$ cat src/rtl/mips_mem_pkg.sv
// Shared types and constants for the MEM-stage data-memory access unit.
package mips_mem_pkg;

   typedef enum logic {
      IDLE  = 1'b0,
      WORD1 = 1'b1
   } mem_state_e;

   localparam logic [3:0]  BE_WORD     = 4'hF;
   localparam logic [3:0]  BE_BYTE0    = 4'b0001;
   localparam int unsigned WORD_STRIDE = 4;

endpackage : mips_mem_pkg

$ cat src/rtl/mem_byte_lane.sv
// Byte-enable and write-data lane steering for word and byte stores.
module mem_byte_lane
   import mips_mem_pkg::*;
(
   input  logic [1:0]  byte_sel,
   input  logic        store_byte,
   input  logic [31:0] data,
   output logic [3:0]  be,
   output logic [31:0] wdata
);

   // A byte store replicates the byte on every lane so the memory picks it up by enable alone.
   always_comb begin
      if (store_byte) begin
         be    = BE_BYTE0 << byte_sel;
         wdata = {4{data[7:0]}};
      end else begin
         be    = BE_WORD;
         wdata = data;
      end
   end

endmodule : mem_byte_lane

$ cat src/rtl/mem_access_unit.sv
// MEM-stage data-memory access controller: one or two word accesses over a req/ready port,
// with pipeline stall generation, alignment checking and a saturating stall-cycle counter.
module mem_access_unit
   import mips_mem_pkg::*;
#(
   parameter int ADDR_W = 32,
   parameter int CNT_W  = 32
) (
   input  logic              clk,
   input  logic              rst_n,
   input  logic [ADDR_W-1:0] resultAlu_M,
   input  logic [31:0]       readdata2_M,
   input  logic [31:0]       readdata_double2_M,
   input  logic              memread_M,
   input  logic              memwrite_M,
   input  logic              storeByte_M,
   input  logic              double_M,
   output logic              dmem_req,
   output logic              dmem_we,
   output logic [ADDR_W-1:0] dmem_addr,
   output logic [3:0]        dmem_be,
   output logic [31:0]       dmem_wdata,
   input  logic              dmem_ready,
   input  logic [31:0]       dmem_rdata,
   output logic [31:0]       readdata_M,
   output logic [31:0]       readdata_double_M,
   output logic              mem_stall,
   output logic              misalign_M,
   output logic [CNT_W-1:0]  stall_cnt
);

   mem_state_e        state_q, state_d;
   logic [31:0]       lo_q;
   logic              acc_req, acc, is_byte, is_double, in_word1, final_word;
   logic [ADDR_W-1:0] base_addr;
   logic [3:0]        lane_be;
   logic [31:0]       lane_wdata;

   assign acc_req    = memread_M | memwrite_M;
   assign misalign_M = acc_req & ((!storeByte_M & (resultAlu_M[1:0] != 2'b00))
                                 | (double_M & resultAlu_M[2]));
   assign acc        = acc_req & !misalign_M;
   // A byte store always wins over the double flag: it is a single-word access.
   assign is_byte    = storeByte_M & memwrite_M;
   assign is_double  = double_M & !is_byte;
   assign in_word1   = (state_q == WORD1);
   assign final_word = in_word1 | !is_double;
   assign base_addr  = {resultAlu_M[ADDR_W-1:2], 2'b00};

   mem_byte_lane u_byte_lane (
      .byte_sel   (resultAlu_M[1:0]),
      .store_byte (is_byte),
      .data       (readdata2_M),
      .be         (lane_be),
      .wdata      (lane_wdata)
   );

   // NOTE: sequential state uses non-blocking assignments so every flop samples pre-edge values.
   always_ff @(posedge clk or negedge rst_n) begin
      if (!rst_n) state_q <= IDLE;
      else        state_q <= state_d;
   end

   // NOTE: every combinational output gets a default first, so no path can infer a latch.
   always_comb begin
      state_d = state_q;
      case (state_q)
         IDLE:    if (acc && dmem_ready && is_double) state_d = WORD1;
         WORD1:   if (dmem_ready)                     state_d = IDLE;
         default:                                     state_d = IDLE;
      endcase
   end

   // Request and stall are gated by rst_n so an asserted reset drops them without waiting for a clock.
   always_comb begin
      dmem_req          = acc & rst_n;
      dmem_we           = memwrite_M;
      dmem_addr         = base_addr;
      dmem_be           = lane_be;
      dmem_wdata        = lane_wdata;
      readdata_M        = dmem_rdata;
      readdata_double_M = '0;
      mem_stall         = rst_n & acc & !(final_word & dmem_ready);
      if (in_word1) begin
         dmem_addr         = base_addr + ADDR_W'(WORD_STRIDE);
         dmem_wdata        = readdata_double2_M;
         readdata_M        = lo_q;
         readdata_double_M = dmem_rdata;
      end
   end

   always_ff @(posedge clk or negedge rst_n) begin
      if (!rst_n)
         lo_q <= '0;
      else if (!in_word1 && acc && dmem_ready && is_double && !memwrite_M)
         lo_q <= dmem_rdata;
   end

   always_ff @(posedge clk or negedge rst_n) begin
      if (!rst_n)
         stall_cnt <= '0;
      else if (mem_stall && (stall_cnt != {CNT_W{1'b1}}))
         stall_cnt <= stall_cnt + 1'b1;
   end

endmodule : mem_access_unit

$ cat config.mk
export PLATFORM = sky130hd
export DESIGN_NAME = mem_access_unit
export DESIGN_NICKNAME = d
export VERILOG_FILES = /design/src/rtl/mips_mem_pkg.sv /design/src/rtl/mem_byte_lane.sv /design/src/rtl/mem_access_unit.sv
export SDC_FILE = /design/constraint.sdc
export NUM_CORES = 1
export LEC_CHECK = 0
export ABC_AREA = 1
export CAP_MARGIN = 20
export CORE_AREA = 2 2 118 120
export CTS_CLUSTER_SIZE = 30
export DETAILED_ROUTE_END_ITERATION = 16
export DIE_AREA = 0 0 120 122
export DONT_BUFFER_PORTS = 1
export PLACE_DENSITY = 0.61
export SYNTH_ARGS = -nofsm -noshare
export SYNTH_HDL_FRONTEND = slang
export SYNTH_SLANG_ARGS = --single-unit
$ cat constraint.sdc
create_clock -name clk -period 3 [get_ports clk]
set_input_delay 0.6 -clock clk [delete_from_list [all_inputs] [get_ports clk]]
set_output_delay 0.6 -clock clk [all_outputs]
set_load 0.02 [all_outputs]
Yosys cells after proc, flatten, opt, wreduce, memory -nomap -nowiden
Index checks and enable logic that the tools add are counted.

Add/subtract/negate cells: 2. Equal/unequal tests: 1. Shift operators: 1. Mux-type cells: 9. Bitwise operators: 13. Reduce and logical (&&, ||, !) cells: 15.

Operators with widths (number): $mux 32 (5); $add 32x1->32 const B (1); $add 32x3->32 const B (1); $ne 32x32->1 const B (1); $and 1x1->1 (9); $logic_and 1x1->1 (7); $logic_not 1->1 (7); $mux 4 (1); $shl 1x2->4 const A (1); $or 1x1->1 (3); $mux 1 (2); $pmux 1 s2 (1); $reduce_bool 2->1 (1); $not 1->1 (1).

Register bits after elaboration: 65. Bits of input ports: 135. Output and inout port bits: 168. Word-level logic and storage cells: 44.

Logic depth before layout (Yosys ltp)
Word-level depth: 10. Depth in mapped cells: 12.

Hierarchy
From an unflattened synthesis, not the netlist that was laid out.

Cells, all modules: 1047. Area total of the unflattened synthesis: 5730.5 µm².

Modules (own cells, without submodules): mem_access_unit (instances 1, cells each 970, area each 5391.4 µm²); mem_byte_lane (instances 1, cells each 77, area each 339.1 µm²).

Worst setup path after synthesis
Ideal clock, no wire load.

Path kind: input to output. Start: in resultAlu_M[2]. End: out dmem_addr[22]. Arrival time: 1743 ps. Setup slack: 657 ps. Cell stages on the path: 7. Cell sequence: ha_1 inv_1 nor2_1 nand3_1 nor2_1 nand2_1 xnor2_1.

Cells in the longest elaborated chain, start to end: 2.

Ends and longest elaborated chain: start: declaration (line mem_access_unit.sv:11) `input logic [ADDR_W-1:0] resultAlu_M,`; $add 32x3->32 (line mem_access_unit.sv:85) `dmem_addr = base_addr + ADDR_W'(WORD_STRIDE);`; $mux 32 (line mem_access_unit.sv:84) `if (in_word1) begin`; end: declaration (line mem_access_unit.sv:20) `output logic [ADDR_W-1:0] dmem_addr,`.

No other way between the ends.

Worst setup path in the final report
Start: reg state_q, in the netlist in_word1. End: out dmem_addr[19].

Cells in the longest elaborated chain, start to end: 1.

Ends and longest elaborated chain: start: declaration (line mem_access_unit.sv:32) `mem_state_e state_q, state_d;`; start signal: assignment (line mem_access_unit.sv:61) `else state_q <= state_d;`; $mux 32 (line mem_access_unit.sv:84).

No other way between the ends.

==> results.md <==
- CTS tree: yes
- Power density cells: 466 mW/mm2
- Drt via density: just over 5
- Fmax: about 360 MHz
- H-tree depth: 3
- Via count: a little over 6000
- Unrepaired setup endpoints after global routing: no
- First-pass GRT wire length: approximately 31 mm
- Crit path buf inv count: 2
- Share of cells above drive strength 1: slightly above 7%
- Worst clock skew: 7.11 ps
- Fin crit share: approximately nine tenths
- Fin. Hold Viols: 0
- Worst R2R Start: stall_cnt[0]
- # rows: between 40 and 50
- Routed WL: 21.2 mm
- DR pass1 iterations: 5
- Hold Crit Class: input pin to async pin
- Largest net degree at the start of global routing: 71
- Final Wtd Congestion: 0.997
- Flop and latch count out of synthesis: between 60 and 70
- Fill count: between 1500 and 2000
- Detailed placement HPWL: about 17 mm
- Placed Instances: 1174
- Shortest period the worst path allows: 2760 ps
- Starting Density: about 41%
- Mean Syn Cell Area: ~5.6 um2
- YS warnings: 0
- Layout Cells excl Fill: 1191
- Worst EP arrival: approximately 2200 ps
- Die area: between 0.01 and 0.015 mm2
- Cells on worst reg2reg path: 10
- Peak supply drop: about 0.34 mV
- R2R setup slack: approximately 760 ps
- Nature of the critical path startpoint: flop
- I/O pin count: just over 300
- Clock slew at reported path FFs: ~50 ps
- ANT nets after route: 0
- Final setup viols: 0
- TritonCTS Sinks: 65
- Cells along the critical path: buf_4 -> nand2_1 -> nor2_1 -> nand2_1 -> nor2_1 -> xor2_1 -> buf_4
- P&R area growth vs syn: 12.7%
- Skew-Pair Late Insertion Delay: about 330 ps
- Reg2reg end: stall_cnt[24]
- CP peak stage delay: around 410 ps
- Crit path max-delay cell type: dfrtp_2
- Wire per inst: approximately 18 um
- Setup crit start: in_word1
- Synth cell types: 27
- Cts bufs inserted: 9
- Pleak: approximately 3.4 nW
- Slew Limit Fails: 0
- Die W: around 120 um
- Post-synth top area share: 34.9%
- Kind of critical path: flop to output port
- Nets: about 1100
- Core ar.: ~0.014 mm2
- Share of the yosys chip area belonging to registers: 29.5%
- Slew margin rel.: about 50%
- Status: completed
- GRT overflow: 0
- Crit end category: output port
- Crit-path leading delay family: simple AND/OR/NAND/NOR gates
- Synthesized area: about 0.0055 mm2
- Synth area leaders: nand2_1, dfrtp_1, nor2_1
- CP Max Fanout: 18
- Starting DRC count in detailed routing: between 300 and 400
- GRT Overall Usage: between 20 and 30%
- Max_cap viols: 0
- Synth Instances: 988
- Initial antenna violation count: 2
- Post-route setup TNS: 0 ps
- Post-route DRC: 0
- Clock Path Buffers: 2
- Setup Buffers After CTS: 0
- Die H: around 120 um
- Worst EP required: ~2400 ps
- Port buffer count: 0
- Clk root buf: clkbuf_16
- Vias in the first global route: 5290
- Worst Max-Slew Pin Slew: approximately 740 ps
- Leading area contributor after synthesis: nand2_1
==> worst max-delay path by stage <==
stage | to | depth (start not counted)
finish | dmem_addr[19] | 7
global route | dmem_addr[19] | 7
CTS | dmem_addr[19] | 7
detailed placement | dmem_addr[22] | 8
global placement | dmem_addr[22] | 8
floorplan | dmem_addr[22] | 7
==> registers in the layout, indices dropped and copies added (netlist names) <==
signal     cells
in_word1       1
lo_q          32
stall_cnt     32
==> power breakdown <==
part / switching, mW / total, mW / internal [mW]
Clock: 0.364 / 0.984 / 0.621
Sequential: 0.130 / 1.15 / 1.02
Combinational: 0.544 / 0.770 / 0.225
==> repair_timing <==
item | 4_1_cts | 5_1_grt
hold endpoints to repair | 65 | 0
resized for setup | 0 | 0
hold buffers | 1 | 0
endpoints found under the setup margin | 0 | 0
==> cell usage in the layout (no fill, tap or decap), drive strengths merged <==
cell      netlist  final
nand2         516    516
nor2          113    113
inv            93     93
nand3          67     67
dfrtp          65     65
buf            14     44
a21oi          33     33
xor2           17     17
xnor2          14     14
clkbuf         24     13
o21ai          12     12
nand4           8      8
nor3            6      6
ha              2      2
conb            1      2
diode           0      1
nand3b          1      1
a21boi          1      1
o22ai           1      1
clkinv          0      1
clkinvlp        0      1
==> per-stage QoR <==
stage / utilization (%) / setup slack (ps) / total power, mW / cell area [um2] / hold slack (ps)
after floorplan: - / 657 / 1.71 / 5520 / 304
after global placement: 43.8 / 469 / 1.90 / 5910 / 306
after detailed placement: 43.8 / 474 / 1.92 / 5910 / 306
after CTS: 46.1 / 278 / 2.93 / 6220 / 157
after global routing: 46.1 / 102 / 3.07 / 6220 / 151
final: 46.1 / 245 / 2.90 / 6220 / 132
==> metal layers <==
layer	vias to the layer above	track usage, %	wire length, um
met2	220	46.8	10100
met5	-	0	8
li1	3039	-	-
met1	2764	34.4	8850
met4	2	7.35	524
met3	36	9.27	1720
==> layout make-up <==
class | count | area [um2] | share of cell area (%)
Antenna cell | 1 | 2.50 | 0.0402
Clock buffer | 13 | 270 | 4.34
Clock inverter | 2 | 12.5 | 0.201
Inverter | 93 | 349 | 5.61
Multi-Input combinational cell | 793 | 3370 | 54.2
Sequential cell | 65 | 1630 | 26.2
Tap cell | 180 | 225 | 3.62
Timing Repair Buffer | 44 | 363 | 5.83
==> synthesized netlist by cell type <==
cell type and count:
nand2_1 513, nor2_1 108, inv_1 89, nand3_1 66, dfrtp_1 65, a21oi_1 33, clkbuf_1 24, xor2_1 17
xnor2_1 14, o21ai_0 12, nand4_1 8, nor3_1 6, buf_2 5, buf_1 4, inv_2 4, buf_4 3
nor2_2 3, buf_6 2, ha_1 2, nand2_4 2, nor2_4 2, a21boi_1 1, conb_1 1, nand2_2 1
nand3_2 1, nand3b_1 1, o22ai_1 1
==> kinds of logic (layout without fill, tap and decap cells) <==
group	after synthesis	in the layout	synth area share, %
and+or+nand+nor	711	711	51.3
buffers and inverters	131	152	9.50
DFF	65	65	29.5
AOI/OAI and AO/OA	47	47	4.33
xor gates and xnor gates	31	31	4.92
adders and majority gates	2	2	0.453
other	1	3	0.0679
==> worst reg2reg max path, cell delays in order, from the launching register on <==
cell and delay [ps]:
dfrtp_1 560, ha_1 340, inv_2 80, nor2_4 200, nand2_4 100, nor2_4 120, nand2_2 70, nand2_4 190
inv_2 260, nand2_1 140, nand2_1 50
Note: power is estimated with default switching activity, not from simulation.
